$ cat config.mk
export PLATFORM = sky130hd
export DESIGN_NAME = async_fifo_rd_ctrl
export DESIGN_NICKNAME = d
export VERILOG_FILES = /design/src/rtl/fifo_pkg.sv /design/src/rtl/fifo_out_skid.sv /design/src/rtl/async_fifo_rd_ctrl.sv
export SDC_FILE = /design/constraint.sdc
export NUM_CORES = 1
export LEC_CHECK = 0
export ABC_AREA = 0
export BUFFER_PORTS_ARGS = -buffer_cell sky130_fd_sc_hd__buf_2
export CAP_MARGIN = 5
export CORE_MARGIN = 5
export CORE_UTILIZATION = 26
export CTS_CLUSTER_SIZE = 30
export DETAILED_ROUTE_END_ITERATION = 12
export SLEW_MARGIN = 15
export SYNTH_ARGS = -nofsm -noshare
export SYNTH_HDL_FRONTEND = slang
export SYNTH_HIERARCHICAL = 1
export SYNTH_SLANG_ARGS = --single-unit
$ cat constraint.sdc
create_clock -name clk -period 5.5 [get_ports clk]
set_clock_uncertainty 0.2 [all_clocks]
set_input_delay 1.1 -clock clk [delete_from_list [all_inputs] [get_ports clk]]
set_output_delay 1.1 -clock clk [all_outputs]
set_load 0.03 [all_outputs]
$ cat src/rtl/fifo_pkg.sv
// Pointer helpers shared by both sides of the asynchronous FIFO.
// Functions work on 32-bit values; callers zero-extend and truncate to pointer width.
package fifo_pkg;

   localparam int GW = 32;

   function automatic int ptr_width(input int addr_width);
      return addr_width + 1;
   endfunction

   function automatic logic [GW-1:0] bin2gray(input logic [GW-1:0] b);
      return b ^ (b >> 1);
   endfunction

   function automatic logic [GW-1:0] gray2bin(input logic [GW-1:0] g);
      logic [GW-1:0] b;
      b[GW-1] = g[GW-1];
      for (int i = GW - 2; i >= 0; i--) begin
         b[i] = b[i+1] ^ g[i];
      end
      return b;
   endfunction

endpackage

$ cat src/rtl/fifo_out_skid.sv
// Two-entry in-order output buffer; push lands at the tail, pop removes the head.
// Zero added latency; head and count change only on push or pop.
module fifo_out_skid #(
   parameter int DATA_WIDTH = 8
) (
   input  logic                  clk,
   input  logic                  reset,
   input  logic                  push,
   input  logic [DATA_WIDTH-1:0] push_data,
   input  logic                  pop,
   output logic [1:0]            count,
   output logic [DATA_WIDTH-1:0] head
);

   logic [DATA_WIDTH-1:0] tail;

   always_ff @(posedge clk or posedge reset) begin
      if (reset) begin
         count <= 2'd0;
         head  <= '0;
         tail  <= '0;
      end else begin
         case ({push, pop})
            2'b10: begin
               if (count == 2'd0) head <= push_data;
               else               tail <= push_data;
               count <= count + 2'd1;
            end
            2'b01: begin
               head  <= tail;
               count <= count - 2'd1;
            end
            2'b11: begin
               // With one entry the incoming word becomes the new head directly.
               if (count == 2'd1) begin
                  head <= push_data;
               end else begin
                  head <= tail;
                  tail <= push_data;
               end
            end
            default: ;
         endcase
      end
   end

endmodule

$ cat src/rtl/async_fifo_rd_ctrl.sv
// Read-domain controller: owns the read pointer, fetches from RAM, presents FWFT stream.
// Sync pointer change to dout_valid is 3 cycles; prefetch holds at most 2 words under backpressure.
module async_fifo_rd_ctrl
   import fifo_pkg::*;
#(
   parameter int ADDR_WIDTH          = 3,
   parameter int DATA_WIDTH          = 8,
   parameter int ALMOST_EMPTY_THRESH = 1
) (
   input  logic                  clk,
   input  logic                  reset,
   input  logic [ADDR_WIDTH:0]   wptr_gray_sync,
   output logic [ADDR_WIDTH:0]   rptr_gray,
   output logic                  mem_ren,
   output logic [ADDR_WIDTH-1:0] mem_raddr,
   input  logic [DATA_WIDTH-1:0] mem_rdata,
   output logic [DATA_WIDTH-1:0] dout,
   output logic                  dout_valid,
   input  logic                  dout_ready,
   output logic                  empty,
   output logic                  almost_empty,
   output logic [ADDR_WIDTH:0]   rd_level
);

   localparam int PW = ptr_width(ADDR_WIDTH);
   localparam logic [PW-1:0] AE_TH = PW'(ALMOST_EMPTY_THRESH);

   logic [PW-1:0] rbin;
   logic [PW-1:0] rbin_nxt;
   logic [PW-1:0] rgray_nxt;
   logic [PW-1:0] wbin;
   logic [PW-1:0] level_nxt;
   logic          pend;
   logic [1:0]    out_cnt;
   logic [2:0]    occ;
   logic          pop;

   assign pop        = dout_valid && dout_ready;
   assign dout_valid = (out_cnt != 2'd0);
   assign mem_raddr  = rbin[ADDR_WIDTH-1:0];

   // Occupancy after this cycle counting the word in flight from RAM.
   assign occ     = {1'b0, out_cnt} + {2'b00, pend} - {2'b00, pop};
   assign mem_ren = !empty && (occ < 3'd2);

   assign rbin_nxt  = rbin + {{(PW-1){1'b0}}, mem_ren};
   assign rgray_nxt = PW'(bin2gray(GW'(rbin_nxt)));
   assign wbin      = PW'(gray2bin(GW'(wptr_gray_sync)));
   assign level_nxt = wbin - rbin_nxt;

   always_ff @(posedge clk or posedge reset) begin
      if (reset) begin
         rbin         <= '0;
         rptr_gray    <= '0;
         pend         <= 1'b0;
         empty        <= 1'b1;
         almost_empty <= 1'b1;
         rd_level     <= '0;
      end else begin
         rbin         <= rbin_nxt;
         rptr_gray    <= rgray_nxt;
         pend         <= mem_ren;
         empty        <= (rgray_nxt == wptr_gray_sync);
         almost_empty <= (level_nxt <= AE_TH);
         rd_level     <= level_nxt;
      end
   end

   fifo_out_skid #(
      .DATA_WIDTH(DATA_WIDTH)
   ) u_skid (
      .clk       (clk),
      .reset     (reset),
      .push      (pend),
      .push_data (mem_rdata),
      .pop       (pop),
      .count     (out_cnt),
      .head      (dout)
   );

endmodule

==> PnR_summary.wiki, run 1 <==
{| class="wikitable"
! Metric !! Value
|-
| Cts-stage hold buffer count || 0
|-
| Fraction of the mapped netlist area in adder cells || 9.26%
|-
| Post-synth EDFFs || 0
|-
| Termination of the worst setup path || rd_level[3]$_DFF_PP0_
|-
| Setup Crit Path Kind || in -> reg
|-
| Most frequently used flop master after synthesis || dfrtp_1
|-
| Mean number of vias per cell || roughly 4.6
|-
| Skew-Pair Late Insertion Delay || between 0.2 and 0.3 ns
|-
| Fraction of the mapped netlist area in compound gates || 9.99%
|-
| Core area || between 6000 and 7000 sq um
|-
| Setup crit start kind || input port
|-
| Worst reg2reg path depth || 15
|-
| RSZ-0062 raised after global routing || no
|-
| Kind of path behind the tightest hold check || reg -> reg
|-
| Number of pins with negative max-slew slack in the final report || 0
|-
| Total of flip-flops plus latches after synthesis || 32
|-
| Endpoint of the lowest-slack register-to-register path || rd_level[3]$_DFF_PP0_
|-
| Share of the synthesized area in the top cell type || 44.1%
|-
| Sequential share of the synthesized area || about 47%
|-
| Maxcap violations || 0
|-
| Post-Route WL || between 3 and 4 mm
|-
| Total negative slack for setup checks || 0 ns
|-
| Clk Tree Root Cell || clkbuf_8
|-
| Number of buffer cells added on primary ports || 37
|-
| Slowest cell on the critical path || fa_1
|-
| Final period utilization || roughly 80%
|-
| F_max || 226 MHz
|-
| Xor and xnor area share after synthesis || 10.9%
|-
| Post-cts resize count || 0
|-
| Floorplan row count || 29
|-
| Fraction of layout instances using a drive strength above 1 || 32.4%
|-
| Total global routing track utilization || 9.52%
|-
| Critical-path maximum fanout || 4
|-
| Layout-stage area growth over the synthesis result || 19.8%
|-
| Total count of hold-check failures in the final report || 0
|-
| Initial antenna violation count || 0
|-
| Required time at the worst-slack endpoint || around 5.5 ns
|-
| Data arrival time of the critical path || 4.39 ns
|-
| Post-synthesis instance total || 151
|-
| Number of fillers in the final layout || 642
|-
| TritonCTS buffer count || 5
|-
| Post-synthesis net count || 178
|-
| Buffers plus inverters on the worst setup path || 2
|-
| Total congestion overflow || 0
|-
| Total of warnings raised by yosys || 6
|-
| Avg Synthesized Cell Area || 11.3 sq um
|-
| Cell repeated most along the worst path || ha_1
|-
| Count of clock tree sinks || 32
|-
| Die H || 90.9 um
|-
| Cell area after synthesis || 1700 sq um
|-
| Slew margin rel. || 51.5%
|-
| Async SR Flop Fraction || 100%
|-
| Cell class contributing the biggest share of worst-path delay || adder cells
|-
| Stage delay of the slowest cell on the critical path || 0.38 ns
|-
| Effective utilization at floorplan || 26.8%
|-
| Wire length of the first global-routing pass || 6.51 mm
|-
| Die footprint || 8270 sq um
|-
| Total number of H-tree levels || 2
|-
| Clock Pin Slew Worst Setup and Hold Paths || ~0.06 ns
|-
| Min cycle time layout || 4.43 ns
|-
| Worst hold path stage count || 1
|-
| Number of buffers inserted to repair setup after CTS || 0
|-
| Logic depth of the worst path, buffers included || 15
|-
| DP HPWL || 2.62 mm
|-
| Simple-gate share of the synthesized area || 11.6%
|-
| Commonest cells after routing, fill and taps aside || buf_2, dfrtp_1, xnor2_1
|-
| Largest net degree at the start of global routing || 19
|-
| Final weighted congestion of routability-driven global placement || approximately 0.74
|-
| Final net count || 215
|-
| DRC viols || 0
|-
| Worst Max-Slew Pin Slew || 0.726 ns
|-
| Run status || completed
|-
| Cell variety after synth || 37
|-
| Launching instance or port of the critical path || dout_ready
|-
| Vias after detailed routing || roughly 1,200
|-
| Most common library cell in the layout ignoring fill and taps || buf_2
|-
| Post-route antenna net violation count || 0
|-
| Horiz. Die Dim || 90.9 um
|-
| Routed WL per cell || 13.6 um
|-
| Number of iterations in the first detailed-routing pass || 6
|-
| Element type at the critical path end || flip-flop
|-
| Clk buf depth || 2
|-
| Mux cell area share after synthesis || 5.88%
|-
| Top cells by area, synth || dfrtp_1, ha_1, xnor2_1, mux2_2, a31oi_1
|-
| Ports placed on the boundary || 38
|-
| Drt first-iter violations || 35
|-
| Cell type with the highest aggregate area in the netlist || dfrtp_1
|-
| Vias in the first global route || 1,330
|-
| Clock tree from TritonCTS || built
|-
| Total inserted antenna cells || 0
|-
| Reg-to-reg critical path startpoint || u_skid/count[1]$_DFFE_PP0P_
|-
| Worst reg2reg setup slack || 1.19 ns
|-
| # setup viols final || 0
|-
| Combinational family with the most area after synthesis || simple AND/OR/NAND/NOR gates
|-
| CP Cell Sequence || buf_2, and2_1, ha_1, nand2b_1, fa_1, xor2_1, nor3b_1, ha_1, ha_1, xnor2_1, ha_1, inv_1, a2111o_1, and4_4, or2_1
|}
-- worst min-delay path by stage --
| stage | start | to | slack [ns] |
|---|---|---|---|
| after floorplan | u_skid/tail[0]$_DFFE_PP0P_ | u_skid/tail[0]$_DFFE_PP0P_ | 0.27 |
| final | u_skid/tail[3]$_DFFE_PP0P_ | u_skid/tail[3]$_DFFE_PP0P_ | 0.30 |
| after global placement | u_skid/tail[3]$_DFFE_PP0P_ | u_skid/tail[3]$_DFFE_PP0P_ | 0.28 |
| after detailed placement | u_skid/tail[7]$_DFFE_PP0P_ | u_skid/tail[7]$_DFFE_PP0P_ | 0.29 |
| after CTS | u_skid/tail[3]$_DFFE_PP0P_ | u_skid/tail[3]$_DFFE_PP0P_ | 0.30 |
| after global routing | u_skid/tail[3]$_DFFE_PP0P_ | u_skid/tail[3]$_DFFE_PP0P_ | 0.32 |
-- routing by layer --
metal | GRT usage (%) | vias up | wire [um]
met5 | 0 | - | 0
met4 | 2.57 | 0 | 34
met3 | 3.06 | 5 | 223
met2 | 15.9 | 36 | 1750
met1 | 11.9 | 589 | 1590
li1 | - | 591 | -
-- flip-flops by register name (all words and copies together) (netlist names) --
signal / count
almost_empty: 1
u_skid/head: 8
pend: 1
rptr_gray: 3
rbin: 4
rd_level: 4
u_skid/tail: 8
empty: 1
u_skid/count: 2
-- metrics by stage --
stage	setup WS, ns	std cells	cell area [sq um]	utilization (%)	hold WS, ns
2_1_floorplan	0.435	151	1700	-	0.274
3_3_place_gp	0.899	258	1940	30.6	0.282
3_5_place_dp	0.774	258	1940	30.6	0.290
4_1_cts	1.04	265	2040	32.1	0.304
5_1_grt	0.832	265	2040	32.1	0.321
6_report	1.07	265	2040	32.1	0.302
-- cells by family (layout without fill, tap and decap cells) --
| group | Yosys count | in the layout |
|---|---|---|
| AOI/OAI and AO/OA | 25 | 25 |
| xor gates and xnor gates | 19 | 19 |
| adders and majority gates | 12 | 12 |
| buffers and inverters | 20 | 57 |
| DFF | 32 | 32 |
| muxes | 9 | 9 |
| and+or+nand+nor | 34 | 34 |
-- synth_stat cells (3+ instances only) --
cell,n
mux2_2,8
nand2b_1,3
dfrtp_1,30
xnor2_1,15
ha_1,11
inv_1,13
a31oi_1,10
nor3_1,8
xor2_1,3
o21ai_0,9
nand3_1,9
-- final cells by class --
cell class / instances / area [sq um] / share of cell area (%)
multi-input combinational: 99 / 811 / 39.7
sequential: 32 / 803 / 39.4
timing repair buffer: 37 / 185 / 9.07
clock buffer: 7 / 96.3 / 4.72
tap: 77 / 96.3 / 4.72
inverter: 13 / 48.8 / 2.39
Power of run 1 is not shown: default switching activity piles up to over one toggle a cycle in this logic, so the estimate is an artifact.
==> run 2: changes to the inputs <==
Settings changed: ABC_AREA 0 to 1.
Clock period 5.5 ns to 4.15 ns, I/O delays scaled along.
==> run 2 against run 1 <==
  * First-iteration DRC count increased by 5.7%
  * Count of clock-buffer cells in the layout is the same
  * Register-to-register slack lost 0.72 ns
  * Die area rose by 4.4%
  * Critical path depth up 7
  * Wire length is 0.56% higher
  * Via count up 12%
  * Non-clock buffer count stayed put
  * Synthesized cell count is 36% higher
  * Cell area grew 5.1%
  * Utilization decreased by 0.40 points
  * Synthesized area increased by 4.9%
  * Highest routed layer unchanged
==> PnR_summary.wiki, run 2 <==
{| class="wikitable"
! Metric !! Value
|-
| Post-Route M1 WL || 1.76 mm
|-
| Simple-gate share of the synthesized area || 28.3%
|-
| Wire length of the first global-routing pass || 6.40 mm
|-
| Setup crit start kind || input port
|-
| Post-synth EDFFs || 0
|-
| TritonCTS buffer count || 5
|-
| Total count of hold-check failures in the final report || 0
|-
| Sum of met2 wire segment lengths after detailed routing || 1.58 mm
|-
| DRC viols || 0
|-
| # setup viols final || 0
|-
| Number of iterations in the first detailed-routing pass || 4
|-
| Post-synthesis net count || 233
|-
| Most common library cell in the layout ignoring fill and taps || nand2_1
|-
| Element type at the critical path end || flip-flop
|-
| RSZ-0062 raised after global routing || no
|-
| Cell class contributing the biggest share of worst-path delay || adder cells
|-
| Total global routing track utilization || slightly above 9%
|-
| Xor and xnor area share after synthesis || just under 5%
|-
| Share of the synthesized area in the top cell type || between 40 and 50%
|-
| Async SR Flop Fraction || 100%
|-
| Largest net degree at the start of global routing || 19
|-
| Wire length on met3 || 264 um
|-
| Fraction of the mapped netlist area in compound gates || 5.11%
|-
| Post-route antenna net violation count || 0
|-
| Cts-stage hold buffer count || 0
|-
| Fraction of the mapped netlist area in adder cells || 8.82%
|-
| Clk Tree Root Cell || clkbuf_8
|-
| F_max || 267 MHz
|-
| Die H || 92.9 um
|-
| Total number of H-tree levels || 2
|-
| Most frequently used flop master after synthesis || dfrtp_1
|-
| Total of flip-flops plus latches after synthesis || 32
|-
| Buffers plus inverters on the worst setup path || 5
|-
| Final net count || ~280
|-
| Maxcap violations || 0
|-
| Effective utilization at floorplan || 26.4%
|-
| Final period utilization || between 90% and 100%
|-
| Floorplan row count || 30
|-
| Required time at the worst-slack endpoint || roughly 4.2 ns
|-
| Min cycle time layout || roughly 3.7 ns
|-
| Commonest cells after routing, fill and taps aside || nand2_1, buf_2, inv_1
|-
| Final weighted congestion of routability-driven global placement || 0.806
|-
| Die footprint || 8630 sq um
|-
| Post-cts resize count || 0
|-
| Cell area after synthesis || around 1800 sq um
|-
| Skew-Pair Late Insertion Delay || 0.27 ns
|-
| Clock tree from TritonCTS || built
|-
| Regs by FF count || u_skid/head x8, u_skid/tail x8
|-
| Vias in the first global route || 1,453
|-
| Avg Synthesized Cell Area || 8.67 sq um
|-
| Stage delay of the slowest cell on the critical path || 0.38 ns
|-
| Worst Max-Slew Pin Slew || 0.711 ns
|-
| Number of pins with negative max-slew slack in the final report || 0
|-
| Core area || 6760 sq um
|-
| Slew margin rel. || 52.5%
|-
| Fraction of layout instances using a drive strength above 1 || 28.8%
|-
| Combinational family with the most area after synthesis || simple AND/OR/NAND/NOR gates
|-
| Setup Crit Path Kind || in -> reg
|-
| Mean number of vias per cell || between 4 and 5
|-
| Count of clock tree sinks || 32
|-
| Number of buffer cells added on primary ports || 37
|-
| Layout-stage area growth over the synthesis result || 20.0%
|-
| Vias after detailed routing || 1,364
|-
| Post-synthesis instance total || around 200
|-
| Post-Route WL || 3.62 mm
|-
| Horiz. Die Dim || 92.9 um
|-
| Cell variety after synth || 23
|-
| Total of warnings raised by yosys || 6
|-
| Sequential share of the synthesized area || 45.0%
|-
| Count leader, synth || nand2_1
|-
| Total congestion overflow || 0
|-
| Ports placed on the boundary || 38
|-
| Data arrival time of the critical path || ~3.8 ns
|-
| Initial antenna violation count || 0
|-
| Cell type with the highest aggregate area in the netlist || dfrtp_1
|-
| Kind of path behind the tightest hold check || reg -> reg
|-
| CP Cell Sequence || buf_2, o21a_1, ha_1, inv_1, nand2_1, fa_1, xnor2_1, nand2_1, nor2_2, ha_1, ha_1, inv_1, nand3_4, nand2_1, inv_1, ha_1, inv_1, nand2_2, nand2_2, nand2_2, or2_0, nor2_1
|-
| DP HPWL || 2.76 mm
|-
| Number of fillers in the final layout || 728
|-
| Commonest cells in the synthesized netlist || nand2_1, inv_1, dfrtp_1, nand3_1, ha_1
|-
| Routed WL per cell || 11.0 um
|-
| Mux cell area share after synthesis || 0%
|-
| Max Used Layer || met4
|-
| Number of buffers inserted to repair setup after CTS || 0
|-
| Critical-path maximum fanout || 5
|-
| Run status || completed
|-
| Total negative slack for setup checks || 0 ns
|-
| Drt first-iter violations || 37
|-
| Slowest cell on the critical path || fa_1
|-
| Top cells by area, synth || dfrtp_1, nand2_1, ha_1, inv_1, o21ai_2
|-
| Total inserted antenna cells || 0
|-
| Clk buf depth || 2
|-
| Clock Pin Slew Worst Setup and Hold Paths || about 0.070 ns
|}
run 2: layout make-up:
class	count	area, sq um	area share [%]
clock inverters	1	5.00	0.233
repair buffers	37	185	8.63
well taps	80	100	4.67
inverters	34	130	6.07
clock buffers	7	76.3	3.56
flip-flops and latches	32	803	37.5
multi-input cells	139	845	39.4
run 2: cell families after synthesis:
group                      after synthesis
and+or+nand+nor                        106
buffers and inverters                   35
DFF                                     32
adders and majority gates               12
AOI/OAI and AO/OA                       11
xor gates and xnor gates                10
run 2: path summary, 6_finish.rpt:
check	startpoint	end	slack [ns]	cells after the start
hold reg to reg	u_skid/head[7]$_DFFE_PP0P_	u_skid/head[7]$_DFFE_PP0P_	0.27	2
setup reg to reg	u_skid/count[1]$_DFFE_PP0P_	almost_empty$_DFF_PP1_	0.47	21
max in group asynchronous	reset	u_skid/count[0]$_DFFE_PP0P_	2.83	2
setup / recovery	dout_ready	almost_empty$_DFF_PP1_	0.40	22
hold / removal	u_skid/head[7]$_DFFE_PP0P_	u_skid/head[7]$_DFFE_PP0P_	0.27	2
min in group asynchronous	reset	rptr_gray[1]$_DFF_PP0_	0.40	2
run 2: layer usage:
metal	global-route usage, %	vias to the layer above
li1	-	712
met1	11.5	613
met2	14.9	36
met3	3.57	3
met4	2.20	0
met5	0	-
run 2: worst min-delay path, stage by stage, from the launching register on:
cell     delay (ns)
dfrtp_1        0.34
nand2_1        0.05
nand2_1        0.05
run 2: metrics by stage:
step / area, sq um / instances / util (%) / hold WS (ns) / setup slack (ns)
5_1_grt: 2140 / 330 / 31.7 / 0.296 / 0.133
2_1_floorplan: 1790 / 206 / - / 0.256 / 0.159
4_1_cts: 2140 / 330 / 31.7 / 0.280 / 0.372
3_5_place_dp: 2060 / 322 / 30.5 / 0.260 / 0.0970
3_3_place_gp: 2060 / 322 / 30.5 / 0.258 / 0.226
6_report: 2140 / 330 / 31.7 / 0.274 / 0.404
Power of run 2 is left out for the same reason.
